===== src/rtl/game_sequencer_if.sv =====
// Button, collision and status signals between the dodge-game sequencer and its environment.
interface game_sequencer_if;
    logic       start_btn;
    logic       pause_btn;
    logic       die;
    logic       mv;
    logic       current_state;
    logic [2:0] game_state;
    logic [1:0] lives;
    logic [7:0] cd_ticks;
    logic       game_over;

    // Environment side: drives buttons and the collision flag, observes game status.
    modport master (
        output start_btn, pause_btn, die,
        input  mv, current_state, game_state, lives, cd_ticks, game_over
    );

    // Sequencer side.
    modport slave (
        input  start_btn, pause_btn, die,
        output mv, current_state, game_state, lives, cd_ticks, game_over
    );
endinterface


===== src/rtl/game_sequencer.sv =====
// Game flow controller for the VGA dodge game: button conditioning, tick timing and round/lives FSM.
// Optional pause feature is compiled in with `define GAME_PAUSE_EN.
module game_sequencer #(
    parameter int unsigned TICK_DIV        = 1666667,
    parameter int unsigned DEB_CYCLES      = 1000000,
    parameter int unsigned COUNTDOWN_TICKS = 180,
    parameter int unsigned OVER_TICKS      = 120,
    parameter int unsigned LIVES           = 3
) (
    input  logic                   clk,
    input  logic                   rst_n,
    game_sequencer_if.slave        bus
);

    localparam int unsigned TICK_W = $clog2(TICK_DIV);
    localparam int unsigned DEB_W  = $clog2(DEB_CYCLES + 1);

    localparam logic [TICK_W-1:0] TICK_LAST  = TICK_W'(TICK_DIV - 1);
    localparam logic [DEB_W-1:0]  DEB_LAST   = DEB_W'(DEB_CYCLES - 1);
    localparam logic [7:0]        CD_INIT    = 8'(COUNTDOWN_TICKS);
    localparam logic [7:0]        OVER_INIT  = 8'(OVER_TICKS);
    localparam logic [1:0]        LIVES_INIT = 2'(LIVES);

    typedef enum logic [2:0] {
        S_IDLE      = 3'd0,
        S_COUNTDOWN = 3'd1,
        S_PLAY      = 3'd2,
        S_PAUSE     = 3'd3,
        S_OVER      = 3'd4
    } state_t;

    state_t              state;
    logic [7:0]          timer;
    logic [1:0]          lives_r;
    logic [TICK_W-1:0]   tick_cnt;
    logic                die_q;
    logic                mv_r;
    logic                cur_r;
    logic                over_r;
    logic                tick;
    logic                die_rise;

    logic [1:0]          start_sync;
    logic                start_deb;
    logic                start_deb_q;
    logic                start_press;
    logic [DEB_W-1:0]    start_cnt;

    // Start button: synchronize, debounce, then register a one-cycle rising-edge pulse.
    always_ff @(posedge clk or negedge rst_n) begin
        if (!rst_n) begin
            start_sync  <= '0;
            start_deb   <= 1'b0;
            start_deb_q <= 1'b0;
            start_press <= 1'b0;
            start_cnt   <= '0;
        end else begin
            start_sync  <= {start_sync[0], bus.start_btn};
            start_deb_q <= start_deb;
            start_press <= start_deb & ~start_deb_q;
            if (start_sync[1] == start_deb) begin
                start_cnt <= '0;
            end else if (start_cnt == DEB_LAST) begin
                start_deb <= start_sync[1];
                start_cnt <= '0;
            end else begin
                start_cnt <= start_cnt + DEB_W'(1);
            end
        end
    end

`ifdef GAME_PAUSE_EN
    logic [1:0]          pause_sync;
    logic                pause_deb;
    logic                pause_deb_q;
    logic                pause_press;
    logic [DEB_W-1:0]    pause_cnt;

    // Pause button: same conditioning chain as start.
    always_ff @(posedge clk or negedge rst_n) begin
        if (!rst_n) begin
            pause_sync  <= '0;
            pause_deb   <= 1'b0;
            pause_deb_q <= 1'b0;
            pause_press <= 1'b0;
            pause_cnt   <= '0;
        end else begin
            pause_sync  <= {pause_sync[0], bus.pause_btn};
            pause_deb_q <= pause_deb;
            pause_press <= pause_deb & ~pause_deb_q;
            if (pause_sync[1] == pause_deb) begin
                pause_cnt <= '0;
            end else if (pause_cnt == DEB_LAST) begin
                pause_deb <= pause_sync[1];
                pause_cnt <= '0;
            end else begin
                pause_cnt <= pause_cnt + DEB_W'(1);
            end
        end
    end
`endif

    assign tick     = (tick_cnt == TICK_LAST);
    assign die_rise = bus.die & ~die_q;

    // Game FSM; status outputs are updated on the same edge as the state they describe.
    always_ff @(posedge clk or negedge rst_n) begin
        if (!rst_n) begin
            state    <= S_IDLE;
            timer    <= '0;
            lives_r  <= '0;
            tick_cnt <= '0;
            die_q    <= 1'b0;
            mv_r     <= 1'b0;
            cur_r    <= 1'b0;
            over_r   <= 1'b0;
        end else begin
            die_q    <= bus.die;
            mv_r     <= tick & (state == S_PLAY);
            tick_cnt <= tick ? '0 : tick_cnt + TICK_W'(1);

            case (state)
                S_IDLE: begin
                    if (start_press) begin
                        state    <= S_COUNTDOWN;
                        timer    <= CD_INIT;
                        lives_r  <= LIVES_INIT;
                        tick_cnt <= '0;
                        cur_r    <= 1'b0;
                        over_r   <= 1'b0;
                    end
                end

                S_COUNTDOWN: begin
                    if (tick) begin
                        if (timer <= 8'd1) begin
                            state <= S_PLAY;
                            timer <= '0;
                            cur_r <= 1'b1;
                        end else begin
                            timer <= timer - 8'd1;
                        end
                    end
                end

                // A collision outranks a simultaneous pause request.
                S_PLAY: begin
                    if (die_rise) begin
                        tick_cnt <= '0;
                        cur_r    <= 1'b0;
                        if (lives_r <= 2'd1) begin
                            state   <= S_OVER;
                            lives_r <= '0;
                            timer   <= OVER_INIT;
                            over_r  <= 1'b1;
                        end else begin
                            state   <= S_COUNTDOWN;
                            lives_r <= lives_r - 2'd1;
                            timer   <= CD_INIT;
                        end
                    end
`ifdef GAME_PAUSE_EN
                    else if (pause_press) begin
                        state <= S_PAUSE;
                    end
`endif
                end

`ifdef GAME_PAUSE_EN
                S_PAUSE: begin
                    if (pause_press) begin
                        state <= S_PLAY;
                    end
                end
`endif

                S_OVER: begin
                    if (start_press && (timer == 8'd0)) begin
                        state    <= S_COUNTDOWN;
                        timer    <= CD_INIT;
                        lives_r  <= LIVES_INIT;
                        tick_cnt <= '0;
                        cur_r    <= 1'b0;
                        over_r   <= 1'b0;
                    end else if (tick && (timer != 8'd0)) begin
                        timer <= timer - 8'd1;
                    end
                end

                // Unused encodings (and PAUSE when not built in) recover to IDLE.
                default: begin
                    state   <= S_IDLE;
                    timer   <= '0;
                    lives_r <= '0;
                    cur_r   <= 1'b0;
                    over_r  <= 1'b0;
                end
            endcase
        end
    end

    assign bus.mv            = mv_r;
    assign bus.current_state = cur_r;
    assign bus.game_state    = state;
    assign bus.lives         = lives_r;
    assign bus.cd_ticks      = timer;
    assign bus.game_over     = over_r;

endmodule


===== src/flat_wrapper.sv =====
// flat-port wrapper written by rule: the top's interface ports become plain ports
module game_sequencer_flat 
#(
    parameter int unsigned TICK_DIV        = 1666667,
    parameter int unsigned DEB_CYCLES      = 1000000,
    parameter int unsigned COUNTDOWN_TICKS = 180,
    parameter int unsigned OVER_TICKS      = 120,
    parameter int unsigned LIVES           = 3
)
  (clk, rst_n, bus_start_btn, bus_pause_btn, bus_die, bus_mv, bus_current_state, bus_game_state, bus_lives, bus_cd_ticks, bus_game_over);
  game_sequencer_if bus_i ();
  input  logic clk;
  input  logic rst_n;
  input wire logic [$bits(bus_i.start_btn)-1:0] bus_start_btn;
  input wire logic [$bits(bus_i.pause_btn)-1:0] bus_pause_btn;
  input wire logic [$bits(bus_i.die)-1:0] bus_die;
  output wire logic [$bits(bus_i.mv)-1:0] bus_mv;
  output wire logic [$bits(bus_i.current_state)-1:0] bus_current_state;
  output wire logic [$bits(bus_i.game_state)-1:0] bus_game_state;
  output wire logic [$bits(bus_i.lives)-1:0] bus_lives;
  output wire logic [$bits(bus_i.cd_ticks)-1:0] bus_cd_ticks;
  output wire logic [$bits(bus_i.game_over)-1:0] bus_game_over;
  assign bus_i.start_btn = bus_start_btn;
  assign bus_i.pause_btn = bus_pause_btn;
  assign bus_i.die = bus_die;
  assign bus_mv = bus_i.mv;
  assign bus_current_state = bus_i.current_state;
  assign bus_game_state = bus_i.game_state;
  assign bus_lives = bus_i.lives;
  assign bus_cd_ticks = bus_i.cd_ticks;
  assign bus_game_over = bus_i.game_over;
  game_sequencer #(.TICK_DIV(TICK_DIV), .DEB_CYCLES(DEB_CYCLES), .COUNTDOWN_TICKS(COUNTDOWN_TICKS), .OVER_TICKS(OVER_TICKS), .LIVES(LIVES)) u_core (.clk(clk), .rst_n(rst_n), .bus(bus_i));
endmodule

===== config.mk =====
export PLATFORM = sky130hd
export DESIGN_NAME = game_sequencer_flat
export DESIGN_NICKNAME = d
export VERILOG_FILES = /design/src/rtl/game_sequencer_if.sv /design/src/rtl/game_sequencer.sv /design/src/flat_wrapper.sv
export SDC_FILE = /design/constraint.sdc
export NUM_CORES = 1
export LEC_CHECK = 0
export ABC_CLOCK_PERIOD_IN_PS = 2100
export CORE_AREA = 2 2 75 92
export DETAILED_ROUTE_END_ITERATION = 10
export DIE_AREA = 0 0 77 94
export PLACE_DENSITY = 0.78
export SLEW_MARGIN = 20
export SYNTH_ARGS = -nofsm -noshare
export SYNTH_HDL_FRONTEND = slang
export SYNTH_SLANG_ARGS = --single-unit

===== constraint.sdc =====
create_clock -name clk -period 2.1 [get_ports clk]
set_clock_uncertainty 0.15 [all_clocks]
set_input_delay 0.21 -clock clk [delete_from_list [all_inputs] [get_ports clk]]
set_output_delay 0.21 -clock clk [all_outputs]
set_load 0.1 [all_outputs]

## Word-level counts from Yosys, hierarchy flattened

Index checks and enable logic that the tools add are counted.
W data, S select, Z words.

- Bits in registers: 63
- Word-level logic and storage cells: 85

- Add/sub/neg operators: 4
- Order comparisons: 2
- Equality and inequality tests: 13
- Multiplexer cells: 36
- Bitwise logic cells: 7
- Reductions and logical operators: 10

Operators with widths:

| kind | number |
|---|---|
| $mux W21 | 4 |
| $pmux W21 S3 | 1 |
| $mux W8 | 7 |
| $mux W20 | 2 |
| $pmux W8 S4 | 1 |
| $add A21 B1 Y21 const B | 1 |
| $eq A21 B21 Y1 const B | 1 |
| $add A20 B1 Y20 const B | 1 |
| $eq A20 B20 Y1 const B | 1 |
| $mux W3 | 6 |
| $pmux W3 S4 | 1 |
| $ne A2 B1 Y1 const B | 5 |
| $reduce_and A5 Y1 | 2 |
| $le A8 B1 Y1 const B | 1 |
| $logic_not A8 Y1 | 1 |
| $mux W2 | 4 |
| $pmux W1 S4 | 2 |
| $pmux W2 S4 | 1 |
| $reduce_and A4 Y1 | 2 |
| $reduce_bool A8 Y1 | 1 |
| $sub A8 B1 Y8 const B | 1 |
| $mux W1 | 7 |
| $not A1 Y1 | 4 |
| $and A1 B1 Y1 | 3 |
| other kinds (11) | 12 |

## Logic depth before layout (Yosys ltp)

- Word-level depth: 5
- Gate-level depth with buffers: 8
- Depth with buffers taken out: 7

## Worst setup path after synthesis

No wires, ideal clock.

- Path kind: flip-flop to flip-flop
- Start point: reg u_core.timer[2] (netlist: u_core.bus.cd_ticks[2])
- End point: reg u_core.state[0] (netlist: u_core.bus.game_state[0])
- Library setup time: 126 ps
- Arrival time: 2492 ps
- Required time: 1824 ps
- Setup slack: -668 ps
- Cell stages (with the launch flop): 6
- Path buffers: 0
- Clock period less this slack: 2768 ps
- Path through: dfrtp_1 > or3_4 > o311ai_4 > a21oi_2 > a211o_4 > o311a_1

- Word-level cells in the longest chain between the ends: 4

RTL lines:

| element | line | RTL |
|---|---|---|
| start: declaration | game_sequencer.sv:33 | `logic [7:0] timer;` |
| start signal: assignment | game_sequencer.sv:141 | `timer <= timer - 8'd1;` |
| start signal: assignment | game_sequencer.sv:186 | `timer <= timer - 8'd1;` |
| parallel branches: the longest is 3 deep, another holds $le A8 B1 Y1 | - |  |
| $reduce_and A5 Y1 (no line) (*) | - |  |
| end signal: assignment | game_sequencer.sv:157 | `state <= S_COUNTDOWN;` |
| end signal: assignment | game_sequencer.sv:179 | `state <= S_COUNTDOWN;` |
| end signal: assignment | game_sequencer.sv:192 | `state <= S_IDLE;` |
| end: declaration | game_sequencer.sv:32 | `state_t state;` |

Mark *: on every way between the ends.
A chain may end at the register's enable or synchronous reset.

## Worst setup path after layout

- Start point: reg u_core.tick_cnt[15]
- End point: reg u_core.cur_r (netlist: u_core.bus.current_state)

- Word-level cells in the longest chain between the ends: 3

RTL lines:

| element | line | RTL |
|---|---|---|
| start: declaration | game_sequencer.sv:35 | `logic [TICK_W-1:0] tick_cnt;` |
| start signal: assignment | game_sequencer.sv:120 | `tick_cnt <= tick ? '0 : tick_cnt + TICK_W'(1);` |
| $eq A21 B21 Y1 | game_sequencer.sv:103 | `assign tick = (tick_cnt == TICK_LAST);` |
| $ne A2 B1 Y1 (no line) | - |  |
| $reduce_and A5 Y1 (no line) | - |  |
| end signal: assignment | game_sequencer.sv:115 | `cur_r <= 1'b0;` |
| end signal: assignment | game_sequencer.sv:129 | `cur_r <= 1'b0;` |
| end signal: assignment | game_sequencer.sv:139 | `cur_r <= 1'b1;` |
| end: declaration | game_sequencer.sv:38 | `logic cur_r;` |

No other way between the ends.

==> reports/metrics.cfg <==
[global_routing]
grt_pass1_vias=2939
grt_use_total_pct=23.6
gr-total-overflow=0
grt_pass1_wl_um=13400
antenna_found_initial=0
grt_max_degree=64

[synthesis]
syn_avg_cell_area_um2=9.66
syn_area_um2=3290
synth_fp_nets=352
yosysWarnings=0
ys_top_cells_by_count=63 x dfrtp_1, 62 x nor2_1, 31 x xnor2_1
yosysTopAreaCell=dfrtp_1
synth_area_leaders=dfrtp_1 48%, xnor2_1 8.2%, nor2_1 7.1%
synth_flop_cell=dfrtp_1
synth.ff_latch_count=63
synth_cell_types=54
synth_top_area_share_pct=47.9
synth_edf_count=0
synthCells=341
synth_most_common_cell=dfrtp_1
ys_seq_area_share_pct=47.9
ys_async_sr_fraction_pct=100

[timing]
rsz0062_at_grt=true
worst_slack_ps=-108
period_minus_slack_ps=2210
holdWs_ps=171
clock.fmax_ghz=0.453
fin_crit_sh_pct=105
timing.final.hold_violations=0
setup_viol=9
slew_violations=0
worst_slew_pin_slew_ps=354
relSlewSlack_pct=76.2
setup_tns_ps=-477

[run]
drv_cap=0

[placement]
portBuffers=19
dp.cells=498
dpl.hpwl_um=5540
placed_area_um2=4030
place.gp.congestion=0.942

[setup_path]
worstReg2RegStart=u_core.tick_cnt[15]$_DFF_PN0_
cp_slowest_stage_delay_ps=480
arrival_ps=2280
start_kind=register
cp-startpoint=u_core.tick_cnt[15]$_DFF_PN0_
worstRegToRegCells=5
path_cells=nand2b_1 -> or4_4 -> or2_4 -> a211o_4 -> mux2_4
cp_slowest_cell=or4_4
crit_fanout=6
reg2reg_to=u_core.bus.current_state$_DFFE_PN0P_
cp-end-kind=register
r2r_slack_ps=-110
critPathRequiredTime_ps=2170
critPathKind=reg -> reg

[drt]
drtAntennaViolNets=0
first_iter_violations=180
post_drt_wl_per_cell_um=15.3
routed_wl_um=7900
first_pass_iters=5
viasPerCell=5.62
route.detailed.drc=0
vias=2904

[cells_and_area]
final_cell_area_um2=4360
fin_cells=517
drive_gt1_share_pct=30.6
num-nets-final=439
fillers=516
antenna_cells=0
area_delta_synth_final_pct=32.3

[power]
leakagePower_uw=0.00189
ir_drop_v=0.000343
p_per_area_nw_per_um2=499
finalPower_uw=2170

[worst_hold_path]
hp-class=in -> reg
hp-start=bus_start_btn
whs_endpoint=u_core.start_sync[0]$_DFF_PN0_
whs_path_depth=1

[floorplan]
start_util_pct=52.1
rows=32
pin_count=21
die_area_um2=7240
dieWidth_um=77
core_um2=6330
die_h_um=94

[outcome]
status=finished, violations left
violations=negative setup slack

[cts]
cts_made_buffers=9
cts_tree=yes
clock_path_buffers=2
clk_pin_slew_ps=70
root_buffer=clkbuf_8
clk_latency_ps=330
cts_sinks=63
htree_num_levels=3

## worst max-delay path: cells and delay by family (launching register included)
family / cells / cell delay [ps]
AO/OA/AOI/OAI: 1 / 370
flip-flops: 1 / 370
multiplexers: 1 / 310
AND/OR/NAND/NOR: 3 / 900
## flip-flops by register name, summed over array words and instances (netlist names)
| name | flops |
|---|---|
| u_core.tick_cnt | 21 |
| u_core.start_cnt | 20 |
| u_core.bus.cd_ticks | 8 |
| u_core.bus.game_state | 3 |
| u_core.bus.lives | 2 |
| u_core.start_sync | 2 |
| u_core.bus.current_state | 1 |
| u_core.bus.game_over | 1 |
| u_core.bus.mv | 1 |
| u_core.die_q | 1 |
| u_core.start_deb | 1 |
| u_core.start_deb_q | 1 |
| u_core.start_press | 1 |
## cells in the final DEF, fill, tap and decap left out, types with 4 or more instances in the layout
cell type	instances
xnor2_1	31
dfrtp_4	4
nand2_1	19
nor2_1	62
buf_4	73
dfrtp_2	6
nor4_1	8
and3_1	6
xor2_1	8
clkbuf_8	10
nand4_1	12
ha_1	5
nor3_1	9
o221ai_1	4
o21ai_0	4
dfrtp_1	53
nand3_1	18
and4_1	4
inv_1	16
## worst max-delay path by stage
stage                                                      end  slack, ps  cells after the start
after floorplan           u_core.bus.current_state$_DFFE_PN0P_       -320                      5
after global placement    u_core.bus.current_state$_DFFE_PN0P_       -110                      7
after detailed placement  u_core.bus.current_state$_DFFE_PN0P_       -130                      7
after CTS                 u_core.bus.current_state$_DFFE_PN0P_       -100                      5
after global routing      u_core.bus.current_state$_DFFE_PN0P_       -150                      5
final                     u_core.bus.current_state$_DFFE_PN0P_       -110                      5
## timing repair
| action | 4_1_cts | 5_1_grt |
|---|---|---|
| endpoints found under the setup margin | 34 | 55 |
| gates resized for setup | 13 | 22 |
| setup buffers | 2 | 1 |
| pin swaps | 5 | 6 |
| cloned | 0 | 0 |
| endpoints found under the hold margin | 63 | 0 |
| hold buffers | 1 | 0 |
## stage by stage
step	util, %	setup slack [ps]
global route	68.9	-145
finish	68.9	-108
global placement	63.7	-113
floorplan	-	-323
detailed placement	63.7	-130
CTS	67.5	-95.6
## area by class of cell
class	instances	area [µm²]	area share [%]
Timing Repair Buffer	83	677	15.5
Inverter	18	70.1	1.61
Tap cell	85	106	2.44
Sequential cell	63	1600	36.7
Multi-Input combinational cell	253	1750	40.1
Clock buffer	13	149	3.42
Clock inverter	2	10.0	0.230
## power by group
part	switching, µW	total, µW	leakage, µW	internal [µW]
combinational	34.5	50.8	0.000968	16.3
clock	442	894	0.0000833	452
sequential	7.04	1230	0.000838	1220
## kinds of logic (layout without fill, tap and decap cells)
logic type / Yosys count / after routing / synth area share, %
AO/OA/AOI/OAI: 44 / 44 / 11.1
XOR/XNOR: 39 / 39 / 10.4
adder cells (fa/ha/maj): 6 / 6 / 2.28
buffers and inverters: 25 / 116 / 2.93
flip-flops: 63 / 63 / 47.9
multiplexers: 3 / 3 / 1.10
AND/OR/NAND/NOR: 161 / 161 / 24.4
## per-layer routing
metal	vias to the layer above	wire [µm]	global-route usage, %
met1	1416	3250	26.7
met3	24	296	4.71
met5	-	0	0
li1	1389	-	-
met4	0	203	11.8
met2	75	4150	42.3
Power figures use the tool's default switching activity.
